$ cat src/rtl/pdp8_brk_arb_pkg.sv
// Shared pdp8 sizes and the arbiter's state/owner encodings.
package pdp8_brk_arb_pkg;
    localparam int ADDR_W = 15;
    localparam int DATA_W = 12;

    typedef enum logic [1:0] {
        ST_IDLE = 2'd0,
        ST_ACC  = 2'd1,
        ST_RESP = 2'd2
    } arb_state_t;

    localparam logic OWN_CPU = 1'b0;
    localparam logic OWN_DEV = 1'b1;
endpackage

$ cat src/rtl/pdp8_brk_arb.sv
// Data-break arbiter: device-priority sharing of one memory port with the CPU,
// with a bounded device burst so a waiting CPU always gets through.
module pdp8_brk_arb
    import pdp8_brk_arb_pkg::*;
#(
    parameter int BRK_MAX = 4
) (
    input  logic              clk,
    input  logic              reset,
    input  logic              cpu_read_req,
    input  logic              cpu_write_req,
    input  logic [ADDR_W-1:0] cpu_ma,
    input  logic [DATA_W-1:0] cpu_wdata,
    output logic [DATA_W-1:0] cpu_rdata,
    output logic              cpu_done,
    input  logic              dev_read_req,
    input  logic              dev_write_req,
    input  logic [ADDR_W-1:0] dev_ma,
    input  logic [DATA_W-1:0] dev_wdata,
    output logic [DATA_W-1:0] dev_rdata,
    output logic              dev_done,
    output logic              mem_read_req,
    output logic              mem_write_req,
    output logic [ADDR_W-1:0] mem_ma,
    output logic [DATA_W-1:0] mem_wdata,
    input  logic [DATA_W-1:0] mem_rdata,
    input  logic              mem_done,
    output logic              brk_active
);
    localparam int CNT_W = $clog2(BRK_MAX + 1);

    arb_state_t        r_state, w_state_nxt;
    logic              r_owner;
    logic [CNT_W-1:0]  r_brk_cnt;
    logic              r_mem_rd, r_mem_wr, r_cpu_done, r_dev_done, r_brk;
    logic [ADDR_W-1:0] r_mem_ma;
    logic [DATA_W-1:0] r_mem_wdata, r_cpu_rdata, r_dev_rdata;

    logic w_cpu_req, w_dev_req, w_cnt_full, w_grant_dev, w_grant_cpu, w_grant_wr;

    assign w_cpu_req  = cpu_read_req | cpu_write_req;
    assign w_dev_req  = dev_read_req | dev_write_req;
    assign w_cnt_full = (r_brk_cnt == CNT_W'(BRK_MAX));

    always_comb begin
        w_state_nxt = r_state;
        w_grant_dev = 1'b0;
        w_grant_cpu = 1'b0;
        w_grant_wr  = 1'b0;
        case (r_state)
            ST_IDLE: begin
                // A full burst count yields to a waiting CPU exactly once.
                w_grant_dev = w_dev_req && !(w_cnt_full && w_cpu_req);
                w_grant_cpu = w_cpu_req && !w_grant_dev;
                w_grant_wr  = w_grant_dev ? dev_write_req : cpu_write_req;
                if (w_grant_dev || w_grant_cpu)
                    w_state_nxt = ST_ACC;
            end
            ST_ACC:  if (mem_done) w_state_nxt = ST_RESP;
            ST_RESP: w_state_nxt = ST_IDLE;
            default: w_state_nxt = ST_IDLE;
        endcase
    end

    always_ff @(posedge clk) begin
        if (reset) r_state <= ST_IDLE;
        else       r_state <= w_state_nxt;
    end

    always_ff @(posedge clk) begin
        if (reset) begin
            r_owner     <= OWN_CPU;
            r_brk_cnt   <= '0;
            r_mem_rd    <= 1'b0;
            r_mem_wr    <= 1'b0;
            r_mem_ma    <= '0;
            r_mem_wdata <= '0;
            r_cpu_done  <= 1'b0;
            r_dev_done  <= 1'b0;
            r_cpu_rdata <= '0;
            r_dev_rdata <= '0;
            r_brk       <= 1'b0;
        end else begin
            r_cpu_done <= 1'b0;
            r_dev_done <= 1'b0;

            if (w_grant_dev || w_grant_cpu) begin
                r_owner     <= w_grant_dev ? OWN_DEV : OWN_CPU;
                r_mem_ma    <= w_grant_dev ? dev_ma : cpu_ma;
                r_mem_wdata <= w_grant_dev ? dev_wdata : cpu_wdata;
                r_mem_wr    <= w_grant_wr;
                r_mem_rd    <= !w_grant_wr;
                r_brk       <= w_grant_dev;
            end

            if (r_state == ST_IDLE) begin
                if (w_grant_cpu || !w_cpu_req)
                    r_brk_cnt <= '0;
                else if (w_grant_dev && !w_cnt_full)
                    r_brk_cnt <= r_brk_cnt + CNT_W'(1);
            end

            if (r_state == ST_ACC && mem_done) begin
                r_mem_rd <= 1'b0;
                r_mem_wr <= 1'b0;
                if (r_owner == OWN_DEV) begin
                    r_dev_done <= 1'b1;
                    if (r_mem_rd) r_dev_rdata <= mem_rdata;
                end else begin
                    r_cpu_done <= 1'b1;
                    if (r_mem_rd) r_cpu_rdata <= mem_rdata;
                end
            end

            if (r_state == ST_RESP)
                r_brk <= 1'b0;
        end
    end

    assign mem_read_req  = r_mem_rd;
    assign mem_write_req = r_mem_wr;
    assign mem_ma        = r_mem_ma;
    assign mem_wdata     = r_mem_wdata;
    assign cpu_done      = r_cpu_done;
    assign cpu_rdata     = r_cpu_rdata;
    assign dev_done      = r_dev_done;
    assign dev_rdata     = r_dev_rdata;
    assign brk_active    = r_brk;
endmodule

$ cat config.mk
export PLATFORM = sky130hd
export DESIGN_NAME = pdp8_brk_arb
export DESIGN_NICKNAME = d
export VERILOG_FILES = /design/src/rtl/pdp8_brk_arb_pkg.sv /design/src/rtl/pdp8_brk_arb.sv
export SDC_FILE = /design/constraint.sdc
export NUM_CORES = 1
export LEC_CHECK = 0
export CAP_MARGIN = 20
export CORE_ASPECT_RATIO = 1.25
export CORE_MARGIN = 10
export CORE_UTILIZATION = 40
export CTS_BUF_LIST = sky130_fd_sc_hd__clkbuf_2
export DETAILED_ROUTE_END_ITERATION = 10
export PLACE_DENSITY = 0.75
export SYNTH_ARGS = -nofsm -noshare
export SYNTH_HDL_FRONTEND = slang
export SYNTH_SLANG_ARGS = --single-unit
export TNS_END_PERCENT = 5
$ cat constraint.sdc
create_clock -name clk -period 1.65 [get_ports clk]
set_input_delay 0.33 -clock clk [delete_from_list [all_inputs] [get_ports clk]]
set_output_delay 0.33 -clock clk [all_outputs]
set_load 0.005 [all_outputs]
==> out/metrics.yaml, run 1 <==
status: "complete, no violations"
hp-class: "input port to flip-flop"
async_flop_share_pct: 0
drc: 0
leakagePower_nw: 1.803
drtIter0Drc: 131
fp.dieW_um: 94.40
worstPathRequired_ps: 2040
p_comb_share_pct: 23.6
drv_slew: 0
cts_tree: "yes"
wl_per_cell_um: 17.66
area_delta_synth_final_pct: 57.50
grt_first_pass_wirelength_um: 15120
fillers: 614
antenna_found_initial: 0
ys_seq_elements: 62
swShare_pct: 29.32
synth-xor-area-share_pct: 0
synth_edf_count: 0
hold-worst-slack_ps: 249.7
vias: 3072
ys_seq_area_share_pct: 44.85
clock_latency_ps: 470
grt_max_degree: 33
setup_viol: 0
synth_cell_types: 34
power.switching_mw: 0.9901
dpl.hpwl_um: 6881
final_common_cell: "clkdlybuf4s50_1"
wl_um: 9662
fin_crit_sh_pct: 97.25
layout-drive-gt1-share_pct: 20.65
grt-ovfl-total: 0
clk_pin_slew_ps: 170
critPathMaxFanout: 17
max_freq_mhz: 623.2
rows: 33
critical_path.top_delay_family: "compound AO/OA/AOI/OAI gates"
max_stage_delay_ps: 400
io_pins: 129
num_antenna_cells: 0
drv_cap: 0
cts_buffer_depth: 2
fin_total_pwr_mw: 3.377
setup_slack_ps: 45.29
start_util_pct: 41.63
skew_ps: 9.446
rsz0062_at_grt: "yes"
synth_top_family_by_area: "compound AO/OA/AOI/OAI gates"
synth_compound_area_share_pct: 31.60
fin_crit_ps: 1605
globalplace.congestion: 0.8035
syn_area_um2: 2768
synth_adder_area_share_pct: 0.9042
yosysWarnings: 0
syn_nets: 406
postCtsSetupRepairBufs: 0
dieArea_um2: 10670
relSlewSlack_pct: 76.38
crit_path_end_kind: "flip-flop"
ant_nets: 0
setup_tns_ps: 0
internal_power_mw: 2.387
crit_type: "flip-flop to flip-flop"
clockRootBuffer: "clkbuf_2"
synth_mux_area_share_pct: 0
cp_slowest_cell: "dfxtp_1"
cts_sinks: 62
via_per_inst: 5.616
dp_slack_ps: -272.0
core_um2: 6648
worst_slew_pin_slew_ps: 354.2
layout_common_cells: "clkdlybuf4s50_1, dlygate4sd2_1, nand3_1, a21oi_1, o21ai_0"
hold_viol: 0
syn_inst: 331
avgSynthCellArea_um2: 8.361
fp.dieH_um: 113
clock_power_share_pct: 26.7
synthSimpleGateAreaFrac_pct: 15.37
crit_arrival_ps: 1990
grtUsageTotal_pct: 17.33
yosys_most_used_dff: "dfxtp_1"
p_seq_share_pct: 49.7
nets: 530
grt_pass1_vias: 3015
crit_buf_inv: 2
cts_made_buffers: 9
firstDrtPassIters: 4
startpoint_type: "flip-flop"
irDropWorstVdd_v: 0.0004644
h-tree-depth: 3
power_density_nw_per_um2: 774.6
crit_chain: "inv_1 -> ha_1 -> o211ai_1 -> buf_4 -> nand3_1 -> a311oi_1"
portBuffers: 128
[kinds of logic after synthesis]
group           Yosys count
compound gates          146
fa+ha+maj                 2
buf+inv                  42
flops                    62
simple gates             79
[power groups by stage]
stage | clock network (mW) | registers [mW] | logic, mW
floorplan | 0 | 1.70 | 0.332
global placement | 0 | 1.69 | 0.849
detailed placement | 0 | 1.70 | 0.860
CTS | 0.918 | 1.68 | 0.801
global route | 0.990 | 1.70 | 0.869
finish | 0.901 | 1.68 | 0.796
[sequential cells by signal (all words and copies together), names as in the netlist]
name	flops
mem_ma	15
cpu_rdata	12
dev_rdata	12
mem_wdata	12
r_brk_cnt	3
r_state	2
brk_active	1
cpu_done	1
dev_done	1
mem_read_req	1
mem_write_req	1
r_owner	1
[repair_timing]
item                       CTS  global route
setup endpoints to repair   56            18
hold buffers                 0             0
gates resized for setup    105             1
[Yosys cell counts (2+ instances only)]
master    number  area [µm²]
ha_1           2       25.02
buf_6          4       45.04
o21ai_0       53       265.3
nand2_1        5       18.77
a311oi_1      28       245.2
dfxtp_1       62        1241
nand4b_1       2       17.52
nor2_1         5       18.77
clkbuf_1      25       93.84
nor3_1         3       15.01
inv_1          5       18.77
nand3b_1       2       15.01
nand3_1       54       270.3
buf_4          2       15.01
nand4_1        2       12.51
a21oi_1       54       270.3
a21oi_2        2       17.52
buf_2          5       25.02
[final cells by class]
cell class	count	area [µm²]	share of cell area [%]
repair buffers	150	1488	34.13
well taps	87	108.9	2.497
clock buffers	9	45.04	1.033
flip-flops and latches	62	1304	29.91
clock inverters	7	65.06	1.493
multi-input cells	227	1330	30.51
inverters	5	18.77	0.4305
[worst paths after layout]
path / startpoint / slack, ps / cells past startpoint / to
max: r_brk_cnt[0]$_SDFFE_PP0P_ / 50 / 6 / mem_wdata[9]$_SDFFE_PP0P_
min: reset / 250 / 2 / dev_rdata[10]$_SDFFE_PP0P_
max reg2reg: r_brk_cnt[0]$_SDFFE_PP0P_ / 50 / 6 / mem_wdata[9]$_SDFFE_PP0P_
min reg2reg: dev_rdata[0]$_SDFFE_PP0P_ / 480 / 2 / dev_rdata[0]$_SDFFE_PP0P_
[per-stage QoR]
stage / cell area, µm² / std cells / utilization [%]
after floorplan: 2768 / 331 / -
after detailed placement: 4253 / 531 / 63.98
after global placement: 4253 / 531 / 63.98
after CTS: 4357 / 547 / 65.54
final: 4359 / 547 / 65.58
after global routing: 4359 / 547 / 65.58
[layer usage]
layer	vias to the layer above	GRT usage (%)	share of wire [%]	routed length (µm)
li1	1499	-	-	-
met2	142	27.71	47	4497
met1	1423	19.16	41	4008
met5	-	0	0	0
met3	8	8.466	11	1040
met4	0	6.802	1.2	115
Power figures use the tool's default switching activity.
==> run 2: changes to the inputs <==
--- a/config.mk
+++ b/config.mk
@@ -5,12 +5,14 @@
 export SDC_FILE = /design/constraint.sdc
 export NUM_CORES = 1
 export LEC_CHECK = 0
+export ABC_CLOCK_PERIOD_IN_PS = 1650
 export CAP_MARGIN = 20
 export CORE_ASPECT_RATIO = 1.25
 export CORE_MARGIN = 10
 export CORE_UTILIZATION = 40
 export CTS_BUF_LIST = sky130_fd_sc_hd__clkbuf_2
 export DETAILED_ROUTE_END_ITERATION = 10
+export HOLD_SLACK_MARGIN = 0.1
 export PLACE_DENSITY = 0.75
 export SYNTH_ARGS = -nofsm -noshare
 export SYNTH_HDL_FRONTEND = slang
==> results of run 2 <==
No change in the layout: final DEF, timing and power equal those of run 1.
==> run 3: changes to the inputs <==
--- a/config.mk
+++ b/config.mk
@@ -8,7 +8,6 @@
 export ABC_CLOCK_PERIOD_IN_PS = 1650
 export CAP_MARGIN = 20
 export CORE_ASPECT_RATIO = 1.25
-export CORE_MARGIN = 10
 export CORE_UTILIZATION = 40
 export CTS_BUF_LIST = sky130_fd_sc_hd__clkbuf_2
 export DETAILED_ROUTE_END_ITERATION = 10
==> run 3 against run 2 <==
Compared with the run above:
- die area decreased by 32%
- clock-buffer cell count increased by 1
- global-route usage is 5.9 points higher
- total power increased by 3.2%
- clock power increased by 13%
==> out/metrics.yaml, run 3 (synthesis results as in run 1) <==
status: "complete, no violations"  # unchanged
antenna_found_initial: 0  # unchanged
wl_per_cell_um: 15.51  # was 17.66 µm
portBuffers: 128  # unchanged
clk_pin_slew_ps: 170  # about the same
grtUsageTotal_pct: 23.24  # was 17.33%
rr_startpoint: "r_brk_cnt[1]$_SDFFE_PP0P_"  # was r_brk_cnt[0]$_SDFFE_PP0P_
area_delta_synth_final_pct: 58.00  # was 57.50%
ant_nets: 0  # unchanged
fillers: 577  # was 614
min_path_cells: 2  # unchanged
hp-class: "input port to flip-flop"  # unchanged
irDropWorstVdd_v: 0.0004780  # was 0.0004644 V
crit_arrival_ps: 1920  # was 1990 ps
nets: 532  # was 530
leakagePower_nw: 1.827  # was 1.803 nW
cts_made_buffers: 9  # unchanged
numPlacedInstances: 532  # was 531
dieArea_um2: 7258  # was 10670 µm²
wl_um: 8501  # was 9662 µm
worst_slew_pin_slew_ps: 288.1  # was 354.2 ps
grt_first_pass_wirelength_um: 13410  # was 15120 µm
setup_viol: 0  # unchanged
critPathMaxFanout: 11  # was 17
final_common_cell: "clkdlybuf4s50_1"  # unchanged
cp-startpoint: "r_brk_cnt[1]$_SDFFE_PP0P_"  # was r_brk_cnt[0]$_SDFFE_PP0P_
final_core_util_pct: 66.19  # was 65.58%
h-tree-depth: 3  # unchanged
fp.dieW_um: 76.40  # was 94.40 µm
globalplace.congestion: 0.7961  # was 0.8035
hold_viol: 0  # unchanged
layout_common_cells: "clkdlybuf4s50_1, dfxtp_2, nand3_1, a21oi_1, dlygate4sd2_1"  # was clkdlybuf4s50_1, dlygate4sd2_1, nand3_1, a21oi_1, o21ai_0
hold_start: "reset"  # unchanged
clockRootBuffer: "clkbuf_2"  # unchanged
grt_pass1_vias: 2919  # was 3015
cp_slowest_cell: "dfxtp_1"  # unchanged
num_antenna_cells: 0  # unchanged
hold-worst-slack_ps: 156.1  # was 249.7 ps
max_freq_mhz: 648.3  # was 623.2 MHz
clock_latency_ps: 450  # was 470 ps
cts_buffer_depth: 2  # unchanged
max_stage_delay_ps: 390  # was 400 ps
hold_end: "r_brk_cnt[2]$_SDFFE_PP0P_"  # was dev_rdata[10]$_SDFFE_PP0P_
via_per_inst: 5.728  # was 5.616
drtIter0Drc: 216  # was 131
worstPathRequired_ps: 2030  # was 2040 ps
cts_tree: "yes"  # unchanged
vias: 3139  # was 3072
rows: 33  # unchanged
drc: 0  # unchanged
start_util_pct: 41.89  # was 41.63%
dpl.hpwl_um: 5786  # was 6881 µm
grt_max_degree: 33  # unchanged
core_um2: 6606  # was 6648 µm²
drv_cap: 0  # unchanged
crit_path_end_kind: "flip-flop"  # unchanged
critical_path.top_delay_family: "compound AO/OA/AOI/OAI gates"  # unchanged
grt-ovfl-total: 0  # unchanged
io_pins: 129  # unchanged
power_density_nw_per_um2: 796.6  # was 774.6 nW/µm²
ff2ff_path_depth: 6  # unchanged
fp.dieH_um: 95  # was 113 µm
fin_crit_ps: 1542  # was 1605 ps
crit_type: "flip-flop to flip-flop"  # unchanged
cts_sinks: 62  # unchanged
startpoint_type: "flip-flop"  # unchanged
finalNonFillerCells: 548  # was 547
drv_slew: 0  # unchanged
layout-drive-gt1-share_pct: 22.56  # was 20.65%
relSlewSlack_pct: 80.65  # was 76.38%
firstDrtPassIters: 4  # unchanged
cp.depth: 6  # unchanged
ff2ff_setup_slack_ps: 110  # was 50 ps
timing.rr.end: "mem_wdata[8]$_SDFFE_PP0P_"  # was mem_wdata[9]$_SDFFE_PP0P_
ctsHoldBuffers: 0  # unchanged
largest_reg_flops: 15  # unchanged
skew_ps: 16.09  # was 9.446 ps
crit_buf_inv: 2  # unchanged
crit_chain: "inv_1 -> ha_1 -> o211ai_1 -> buf_4 -> nand3_1 -> a311oi_2"  # was inv_1 -> ha_1 -> o211ai_1 -> buf_4 -> nand3_1 -> a311oi_1
fin_crit_sh_pct: 93.48  # was 97.25%
==> run 3: worst max-delay path by stage <==
stage | slack (ps) | end
2_1_floorplan | 160 | brk_active$_SDFFE_PP0P_
3_3_place_gp | -250 | mem_ma[10]$_SDFFE_PP0P_
3_5_place_dp | -320 | mem_ma[4]$_SDFFE_PP0P_
4_1_cts | -50 | mem_ma[2]
5_1_grt | -8 | mem_wdata[8]$_SDFFE_PP0P_
6_report | 110 | mem_wdata[8]$_SDFFE_PP0P_
==> run 3: metal layers <==
metal / wire length, µm / vias to the layer above / global-route usage, %
met3: 568 / 10 / 6.184
met4: 132 / 0 / 10.26
li1: - / 1503 / -
met2: 4201 / 142 / 40.02
met1: 3598 / 1484 / 27.19
met5: 0 / - / 0
==> run 3: repair_timing <==
item,CTS,global route
hold endpoints to repair,0,0
setup endpoints to repair,56,21
pin swaps,0,1
gates resized for setup,109,5
setup buffers,1,0
==> run 3: area by class of cell <==
cell class                 instances  area (µm²)  area share, %
sequential                        62        1311          29.99
inverter                           5       18.77         0.4292
tap                               87       108.9          2.489
multi-input combinational        227        1336          30.56
clock buffer                      10       50.05          1.144
clock inverter                     5       75.07          1.717
timing repair buffer             152        1473          33.68
==> run 3: through the flow <==
stage          total power [mW]  instance area (µm²)  worst slack, ps  TNS [ps]
2_1_floorplan             2.031                 2768            157.5         0
3_3_place_gp              2.520                 4223           -254.6     -6993
3_5_place_dp              2.529                 4223           -317.8     -8063
4_1_cts                   3.505                 4357           -46.78    -46.78
5_1_grt                   3.663                 4373           -7.810    -7.810
6_report                  3.483                 4373            107.6         0
==> run 3: worst reg2reg max path, cell delays in order (launching register included) <==
cell and delay, ps:
dfxtp_1 390, inv_1 50, ha_1 230, o211ai_1 160, buf_4 240, nand3_1 120, a311oi_2 270
==> run 3: power breakdown <==
| group | internal [mW] | switching (mW) | leakage [nW] |
|---|---|---|---|
| Sequential | 1.62 | 0.0676 | 0.530 |
| Combinational | 0.422 | 0.354 | 1.22 |
| Clock | 0.494 | 0.524 | 0.0815 |
